--- src/rtl/pipeline_ctrl_pkg.sv ---
// rtl/pipeline_ctrl_pkg.sv - state encodings and control-word types for pipeline_ctrl
package pipeline_ctrl_pkg;

    localparam logic [1:0] ST_RUN      = 2'd0;
    localparam logic [1:0] ST_MEM_WAIT = 2'd1;
    localparam logic [1:0] ST_HALT     = 2'd2;

    typedef struct packed {
        logic pc_en;
        logic if_id_en;
        logic id_ex_en;
        logic ex_mem_en;
        logic mem_wb_en;
        logic if_id_flush;
        logic id_ex_flush;
    } ctrl_t;

    localparam ctrl_t CTRL_FROZEN   = '{1'b0, 1'b0, 1'b0, 1'b0, 1'b0, 1'b0, 1'b0};
    localparam ctrl_t CTRL_NORMAL   = '{1'b1, 1'b1, 1'b1, 1'b1, 1'b1, 1'b0, 1'b0};
    localparam ctrl_t CTRL_BRANCH   = '{1'b1, 1'b1, 1'b1, 1'b1, 1'b1, 1'b1, 1'b1};
    localparam ctrl_t CTRL_LOAD_USE = '{1'b0, 1'b0, 1'b1, 1'b1, 1'b1, 1'b0, 1'b1};

    // Encoding 2'd3 is unused and treated as HALT so a corrupted state stays safe.
    function automatic logic is_halt(input logic [1:0] st);
        return st[1];
    endfunction

endpackage

--- src/rtl/sat_counter.sv ---
// rtl/sat_counter.sv - saturating up-counter with asynchronous active-low clear
module sat_counter #(
    parameter int W = 16
) (
    input  logic         i_clk,
    input  logic         i_rst_n,
    input  logic         i_inc,
    output logic [W-1:0] o_count
);

    logic [W-1:0] r_count;

    always_ff @(posedge i_clk or negedge i_rst_n) begin
        if (!i_rst_n) begin
            r_count <= '0;
        end else if (i_inc && (r_count != {W{1'b1}})) begin
            r_count <= r_count + W'(1);
        end
    end

    assign o_count = r_count;

endmodule

--- src/rtl/pipeline_ctrl.sv ---
// rtl/pipeline_ctrl.sv - stall/flush sequencer for the 5-stage RV32I pipeline
module pipeline_ctrl
    import pipeline_ctrl_pkg::*;
#(
    parameter int MEM_TIMEOUT = 16,
    parameter int CNT_W       = 16
) (
    input  logic             i_clk,
    input  logic             i_rst_n,
    input  logic             i_load_use_stall,
    input  logic             i_branch_taken,
    input  logic             i_dmem_req,
    input  logic             i_dmem_ready,
    input  logic             i_halt_req,
    input  logic             i_resume,
    output logic             o_pc_en,
    output logic             o_if_id_en,
    output logic             o_id_ex_en,
    output logic             o_ex_mem_en,
    output logic             o_mem_wb_en,
    output logic             o_if_id_flush,
    output logic             o_id_ex_flush,
    output logic             o_halted,
    output logic             o_mem_err,
    output logic [CNT_W-1:0] o_stall_cycles,
    output logic [CNT_W-1:0] o_flush_events
);

    localparam int WAIT_W = $clog2(MEM_TIMEOUT) + 1;

    logic [1:0]        r_state;
    logic [1:0]        w_state_nxt;
    logic [WAIT_W-1:0] r_wait_cnt;
    logic [WAIT_W-1:0] w_wait_nxt;
    logic              r_mem_err;
    logic              w_mem_err_nxt;
    logic              w_is_run;
    logic              w_is_wait;
    logic              w_is_halt;
    logic              w_timeout;
    logic              w_freeze;
    ctrl_t             w_ctrl;

    assign w_is_run  = (r_state == ST_RUN);
    assign w_is_wait = (r_state == ST_MEM_WAIT);
    assign w_is_halt = is_halt(r_state);
    assign w_timeout = (r_wait_cnt == WAIT_W'(MEM_TIMEOUT - 1));

    assign w_freeze = w_is_halt
                    | (w_is_wait & ~i_dmem_ready)
                    | (w_is_run & i_dmem_req & ~i_dmem_ready)
                    | (w_is_run & i_halt_req);

    always_ff @(posedge i_clk or negedge i_rst_n) begin
        if (!i_rst_n) begin
            r_state    <= ST_RUN;
            r_wait_cnt <= '0;
            r_mem_err  <= 1'b0;
        end else begin
            r_state    <= w_state_nxt;
            r_wait_cnt <= w_wait_nxt;
            r_mem_err  <= w_mem_err_nxt;
        end
    end

    always_comb begin
        w_state_nxt   = r_state;
        w_wait_nxt    = r_wait_cnt;
        w_mem_err_nxt = r_mem_err;
        case (r_state)
            ST_RUN: begin
                if (i_dmem_req && !i_dmem_ready) begin
                    w_state_nxt = ST_MEM_WAIT;
                    w_wait_nxt  = WAIT_W'(1);
                end else if (i_halt_req) begin
                    w_state_nxt = ST_HALT;
                end
            end
            ST_MEM_WAIT: begin
                if (i_dmem_ready) begin
                    w_state_nxt = ST_RUN;
                    w_wait_nxt  = '0;
                end else if (w_timeout) begin
                    w_state_nxt   = ST_HALT;
                    w_wait_nxt    = '0;
                    w_mem_err_nxt = 1'b1;
                end else begin
                    w_wait_nxt = r_wait_cnt + WAIT_W'(1);
                end
            end
            default: begin
                // A memory timeout is fatal: only reset leaves HALT after mem_err.
                if (i_resume && !r_mem_err) begin
                    w_state_nxt = ST_RUN;
                end
            end
        endcase
    end

    // A same-cycle load-use under a branch is a wrong-path instruction.
    always_comb begin
        w_ctrl = CTRL_NORMAL;
        if (!i_rst_n || w_freeze) begin
            w_ctrl = CTRL_FROZEN;
        end else if (i_branch_taken) begin
            w_ctrl = CTRL_BRANCH;
        end else if (i_load_use_stall) begin
            w_ctrl = CTRL_LOAD_USE;
        end
    end

    assign o_pc_en       = w_ctrl.pc_en;
    assign o_if_id_en    = w_ctrl.if_id_en;
    assign o_id_ex_en    = w_ctrl.id_ex_en;
    assign o_ex_mem_en   = w_ctrl.ex_mem_en;
    assign o_mem_wb_en   = w_ctrl.mem_wb_en;
    assign o_if_id_flush = w_ctrl.if_id_flush;
    assign o_id_ex_flush = w_ctrl.id_ex_flush;
    assign o_halted      = w_is_halt;
    assign o_mem_err     = r_mem_err;

    sat_counter #(.W(CNT_W)) u_stall_cnt (
        .i_clk   (i_clk),
        .i_rst_n (i_rst_n),
        .i_inc   (~w_ctrl.pc_en),
        .o_count (o_stall_cycles)
    );

    sat_counter #(.W(CNT_W)) u_flush_cnt (
        .i_clk   (i_clk),
        .i_rst_n (i_rst_n),
        .i_inc   (w_ctrl.if_id_flush),
        .o_count (o_flush_events)
    );

endmodule

--- config.mk ---
export PLATFORM = sky130hd
export DESIGN_NAME = pipeline_ctrl
export DESIGN_NICKNAME = d
export VERILOG_FILES = /design/src/rtl/pipeline_ctrl_pkg.sv /design/src/rtl/sat_counter.sv /design/src/rtl/pipeline_ctrl.sv
export SDC_FILE = /design/constraint.sdc
export NUM_CORES = 1
export LEC_CHECK = 0
export CELL_PAD_IN_SITES_DETAIL_PLACEMENT = 0
export CELL_PAD_IN_SITES_GLOBAL_PLACEMENT = 2
export CORE_ASPECT_RATIO = 0.6
export CORE_UTILIZATION = 29
export CTS_BUF_LIST = sky130_fd_sc_hd__clkbuf_4 sky130_fd_sc_hd__clkbuf_8
export DETAILED_ROUTE_END_ITERATION = 6
export GPL_ROUTABILITY_DRIVEN = 1
export PLACE_DENSITY = 0.8
export SYNTH_ARGS = -nofsm -noshare
export SYNTH_HDL_FRONTEND = slang
export SYNTH_SLANG_ARGS = --single-unit
--- constraint.sdc ---
create_clock -name i_clk -period 1.7 [get_ports i_clk]
set_input_delay 0.425 -clock i_clk [delete_from_list [all_inputs] [get_ports i_clk]]
set_output_delay 0.425 -clock i_clk [all_outputs]
set_load 0.05 [all_outputs]
**Word-level counts from Yosys, hierarchy flattened**

Index checks and enable logic that the tools add are counted.

- Input bits: 8
- Output and inout port bits: 41
- Word-level logic and storage cells: 51
- Register bits: 40

- Mux-type cells: 13
- Add/subtract/negate cells: 3
- Reduce and logical (&&, ||, !) cells: 14
- Bitwise operators: 9
- Eq/ne operators: 7

Operator list:

| kind | count |
|---|---|
| adder 16 x 1 -> 16 bit, second input constant | 2 |
| != test 16 bit, second input constant | 2 |
| 2-to-1 mux 7 bit | 3 |
| 2-to-1 mux 5 bit | 3 |
| 2-to-1 mux 2 bit | 5 |
| case mux 5 bit (2 select lines) | 1 |
| != test 3 x 2 -> 1 bit, second input constant | 2 |
| AND reduction 3 bit | 2 |
| adder 5 x 1 -> 5 bit, second input constant | 1 |
| equality test 5 x 4 -> 1 bit, second input constant | 1 |
| AND 1 bit | 4 |
| logical AND 1 bit | 4 |
| case mux 2 bit (2 select lines) | 1 |
| logical NOT 1 bit | 3 |
| OR 1 bit | 3 |
| nonzero test 3 bit | 1 |
| equality test 2 x 1 -> 1 bit, second input constant | 1 |
| logical NOT 2 bit | 1 |
| != test 2 x 1 -> 1 bit, second input constant | 1 |
| NOT 1 bit | 2 |
| AND reduction 2 bit | 1 |
| nonzero test 2 bit | 1 |
| logical OR 1 bit | 1 |

**Logic depth before layout (Yosys ltp)**

- Depth after elaboration: 9
- Gate-level depth with buffers: 7
- Mapped depth without buffers: 6

**Modules after synthesis**

Synthesis repeated with hierarchy kept, for this count alone.

- Cells, all modules: 192
- Area total of the unflattened synthesis: 2194.6 µm²

By module, submodules not included:

| module | cells each | area an instance (µm²) | sequential area each (µm²) | times used |
|---|---|---|---|---|
| sat_counter | 72 | 859.6 | 400.4 | 2 |
| pipeline_ctrl | 48 | 475.5 | 200.2 | 1 |

**Worst setup path after synthesis**

No wires, ideal clock.

- Kind: flip-flop to output port
- From: register r_state[1]
- To: output o_id_ex_flush
- Data required time: 1275 ps
- Cell stages (with the launch flop): 4
- Data arrival time: 1866 ps
- Path buffers: 0
- Path slack: -591 ps
- Cells stage by stage: dfrtp_1 -> nor2b_1 -> and3_1 -> o21a_1

- Word-level cells in the longest chain between the ends: 7
- Elaborated cells on any way between the ends: 11
- Classes of those cells: 1 x eq/ne; 1 x mux; 7 x bitwise; 2 x reduce/logical

Ends and longest elaborated chain:

| item | line | RTL |
|---|---|---|
| start, declared | pipeline_ctrl.sv:31 | `logic [1:0] r_state;` |
| start signal, assigned | pipeline_ctrl.sv:60 | `r_state <= w_state_nxt;` |
| equality test 2 x 1 -> 1 bit / logical NOT 2 bit (equally long branches) | pipeline_ctrl.sv:45, pipeline_ctrl.sv:44 |  |
| AND 1 bit, on equally long branches | pipeline_ctrl.sv:50, pipeline_ctrl.sv:51 |  |
| OR 1 bit / AND 1 bit (equally long branches) | pipeline_ctrl.sv:50, pipeline_ctrl.sv:51 |  |
| OR 1 bit | pipeline_ctrl.sv:51 | `\| (w_is_run & i_dmem_req & ~i_dmem_ready)` |
| OR 1 bit * | pipeline_ctrl.sv:52 | `\| (w_is_run & i_halt_req);` |
| logical OR 1 bit * | pipeline_ctrl.sv:103 | `if (!i_rst_n \|\| w_freeze) begin` |
| 2-to-1 mux 7 bit * | pipeline_ctrl.sv:103 |  |
| end, declared | pipeline_ctrl.sv:22 | `output logic o_id_ex_flush,` |

Every way passes the cells marked *; elsewhere a longest branch is shown, timed or not.

**Final worst setup path**

- From: register r_state[0]
- To: output o_if_id_flush

- Word-level cells in the longest chain between the ends: 7
- Elaborated cells on any way between the ends: 11
- Classes of those cells: 1 x eq/ne; 1 x mux; 7 x bitwise; 2 x reduce/logical

Ends and longest elaborated chain:

| item | line | RTL |
|---|---|---|
| equality test 2 x 1 -> 1 bit / logical NOT 2 bit (equally long branches) | pipeline_ctrl.sv:45, pipeline_ctrl.sv:44 |  |
| AND 1 bit, on equally long branches | pipeline_ctrl.sv:50, pipeline_ctrl.sv:51 |  |
| OR 1 bit / AND 1 bit (equally long branches) | pipeline_ctrl.sv:50, pipeline_ctrl.sv:51 |  |
| OR 1 bit | pipeline_ctrl.sv:51 |  |
| OR 1 bit * | pipeline_ctrl.sv:52 |  |
| logical OR 1 bit * | pipeline_ctrl.sv:103 |  |
| 2-to-1 mux 7 bit * | pipeline_ctrl.sv:103 |  |
| end, declared | pipeline_ctrl.sv:21 | `output logic o_if_id_flush,` |

Marks and branches as above.

==> run metrics <==
run status=finished with violations; failing checks=setup timing; share of synthesized flip-flops with an asynchronous set or reset=100.0%; Finished Layout Cells=378; first-pass GRT wire length=roughly 8500 µm; critical-path cell with the highest stage delay=sky130_fd_sc_hd__dfrtp_1; cell count after synthesis=around 200; number of synthesized flops with an enable pin=0; clock-pin slew on the worst setup and hold paths=0.08 ns; Yosys warning total=0; unrepaired setup endpoints after global routing=true; kind of path behind the tightest hold check=input pin to asynchronous set/reset pin; crit path time final=1.808 ns; Hold Buf Count CTS=0; number of top-level pins=49; nature of the critical path endpoint=primary output; net count of the mapped netlist=209; met3 track demand over resource in global routing=approximately 4%; Netlist cell types=39; average cell area after synthesis=10.28 µm²; kind of start point of the critical path=register; crit-path max FO=3; Detailed Route WL=4974 µm; Layout area overhead=76.77%; Yosys reg bits=40; total clock buffers created by CTS=5; final worst slack=-0.1079 ns; Final setup viols=10; count of nets after finishing=301; antenna diode instance count=0; Final Util=53.44%; routing usage on met2=19.38%; worst hold slack after final layout=~0.21 ns; Cell Pwr Density=1190 nW/µm²; Sink Count=40; Req. time, crit path=1.27 ns; GP Congestion=0.7448; layout cells sized above 1=52.23%; pin count of the biggest net entering global routing=41; Final Hold Viols=0; cell at the root of the clock tree=sky130_fd_sc_hd__clkbuf_8; Static Leak=1.520 nW; number of nets still failing antenna checks after routing=0; vias in the first global route=1643; global-route layer with the greatest usage=met1; area taken by multi-input logic gates=1141 µm²; DRC viols=0; number of antenna violations at the first check in global routing=0; mapped cell area=2036 µm²; Peak Freq=553.1 MHz; placed wire-length estimate after detailed placement=3819 µm; crit path DAT=1.38 ns; TritonCTS clock tree=done; # placed instances=365; number of filler cells placed in the layout=609; routed wire length per instance=13.16 µm; worst-case clock skew=between 0.01 and 0.015 ns; number of rows in the core area=23; detail-routed via count per cell=4.582; cells along the critical path=nand2b_4 -> nand4_1 -> clkinvlp_4 -> buf_12; standard cell core area=6734 µm²; total design power=0.004283 W; delay of the slowest critical-path stage=0.42 ns; area of placed instances=3411 µm²; horizontal die dimension=110.2 µm; part of the Yosys area used for sequential elements=49.17%; number of pins with negative max-slew slack in the final report=0; met1 track utilization from global routing=24.63%; Max-cap violations=0; clock buffer depth=2; height of the die=between 60 and 70 µm; headroom to the max-slew limit=64.95%; Max rail drop VDD=1.226 mV; total track usage=15.28%; die outline area=7370 µm²; effective utilization at floorplan=30.23%; number of buffers inserted by port buffering=between 40 and 50; Worst Path Class, Setup=register to primary output; Remaining Overflow, GRT=0; number of detailed-routing iterations run before antenna repair=4; Max H-tree Level=2; summed area of non-filler cells in the final layout=3598 µm²; most common flop cell mapped by yosys=sky130_fd_sc_hd__dfrtp_1; detailed-route via count=~1700; Slew @ Worst Pin=0.5257 ns; clock insertion delay at the later pin of the skew report=slightly below 0.3 ns; sequential cell area=between 1000 and 1500 µm²; final critical-path share of the clock period=106.3%; initial DRC count=92
[what timing repair did]
action | in CTS | in global routing
setup endpoints to repair | 30 | 27
pin swaps | 4 | 11
setup buffers | 3 | 2
gates resized for setup | 11 | 7
[area by class of cell]
cell class                 count  area share [%]
sequential                    40           28.76
clock buffer                   6           2.295
tap                           87           3.025
inverter                       5          0.6259
timing repair buffer          89           33.31
clock inverter                 2          0.2782
multi-input combinational    149           31.71
[worst max-delay path: cells and delay by family, from the launching register on]
family	cells	cell delay, ns
DFF	1	0.42
and+or+nand+nor	2	0.34
buffers and inverters	2	0.32
[layer usage]
metal,up-vias,wire length [µm]
li1,880,-
met1,809,2836
met2,39,1833
met3,4,273
met4,0,30
met5,-,0
[Yosys cell counts, types with 2 or more instances]
master                      n  area, µm²
sky130_fd_sc_hd__a22o_1     2      17.52
sky130_fd_sc_hd__and2_1     2      12.51
sky130_fd_sc_hd__and3_1     4      25.02
sky130_fd_sc_hd__and3_4     2      22.52
sky130_fd_sc_hd__and4_1     2      17.52
sky130_fd_sc_hd__buf_4      3      22.52
sky130_fd_sc_hd__dfrtp_1   40       1001
sky130_fd_sc_hd__ha_1       3      37.54
sky130_fd_sc_hd__inv_1      5      18.77
sky130_fd_sc_hd__mux2_2     3      33.78
sky130_fd_sc_hd__nand2_1   23      86.33
sky130_fd_sc_hd__nand2b_1   5      31.28
sky130_fd_sc_hd__nand3_1   13      65.06
sky130_fd_sc_hd__nand4_1   10      62.56
sky130_fd_sc_hd__nor2_1    16      60.06
sky130_fd_sc_hd__nor2b_1    4      25.02
sky130_fd_sc_hd__nor3_1     4      20.02
sky130_fd_sc_hd__nor3_2     3      30.03
sky130_fd_sc_hd__o21a_1     2      15.01
sky130_fd_sc_hd__o21ai_0    9      45.04
sky130_fd_sc_hd__or2_2      2      12.51
sky130_fd_sc_hd__xnor2_1   13      113.9
sky130_fd_sc_hd__xor2_1    12      105.1
[where the power goes]
part	total [W]	switching [W]	leakage, nW	internal, W
Combinational	0.00217	0.00107	0.986	0.00109
Clock	0.000653	0.000329	0.0510	0.000324
Sequential	0.00146	0.000294	0.483	0.00117
Total	0.00428	0.00170	1.52	0.00259
[registers in the layout, summed over array words and instances (netlist names)]
name / flops
u_stall_cnt.o_count: 16
u_flush_cnt.o_count: 16
r_wait_cnt: 5
o_mem_err: 1
r_state: 2
[stage by stage]
stage	TNS (ns)	setup slack, ns
after global placement	-14.34	-0.5064
final	-0.5895	-0.1079
after global routing	-1.855	-0.1939
after detailed placement	-14.04	-0.4917
after floorplan	-0.4968	-0.08538
after CTS	-0.7574	-0.1476
[cells by family after synthesis]
group / after synthesis / synth area share (%)
flops: 40 / 49.17
fa+ha+maj: 3 / 1.844
xor+xnor: 25 / 10.76
compound gates: 22 / 7.744
mux: 5 / 2.704
simple gates: 94 / 25.20
buf+inv: 9 / 2.581
[worst paths after layout]
check / to / startpoint / slack [ns] / depth (start not counted)
worst min register to register: u_flush_cnt.o_count[9]$_DFFE_PN0P_ / u_flush_cnt.o_count[9]$_DFFE_PN0P_ / 0.49 / 1
min in group i_clk: u_flush_cnt.o_count[9]$_DFFE_PN0P_ / u_flush_cnt.o_count[9]$_DFFE_PN0P_ / 0.49 / 1
worst max-delay path: o_if_id_flush / r_state[0]$_DFFE_PN0P_ / -0.11 / 4
worst max register to register: u_flush_cnt.o_count[12]$_DFFE_PN0P_ / r_state[0]$_DFFE_PN0P_ / -0.05 / 8
worst min-delay path: u_flush_cnt.o_count[14]$_DFFE_PN0P_ / i_rst_n / 0.21 / 2
max in group asynchronous: u_flush_cnt.o_count[1]$_DFFE_PN0P_ / i_rst_n / 1.07 / 2
[placed cells by master (no fill, tap or decap), types with 6 or more instances in the layout]
master	netlist	routed
sky130_fd_sc_hd__buf_12	0	41
sky130_fd_sc_hd__buf_4	3	38
sky130_fd_sc_hd__dfrtp_2	0	27
sky130_fd_sc_hd__nand2_1	23	23
sky130_fd_sc_hd__xnor2_1	13	13
sky130_fd_sc_hd__dfrtp_1	40	13
sky130_fd_sc_hd__xor2_1	12	12
sky130_fd_sc_hd__nor2_1	16	12
sky130_fd_sc_hd__nand3_1	13	11
sky130_fd_sc_hd__nand4_1	10	10
sky130_fd_sc_hd__o21ai_0	9	9
sky130_fd_sc_hd__clkbuf_8	0	6
Power figures use the tool's default switching activity.
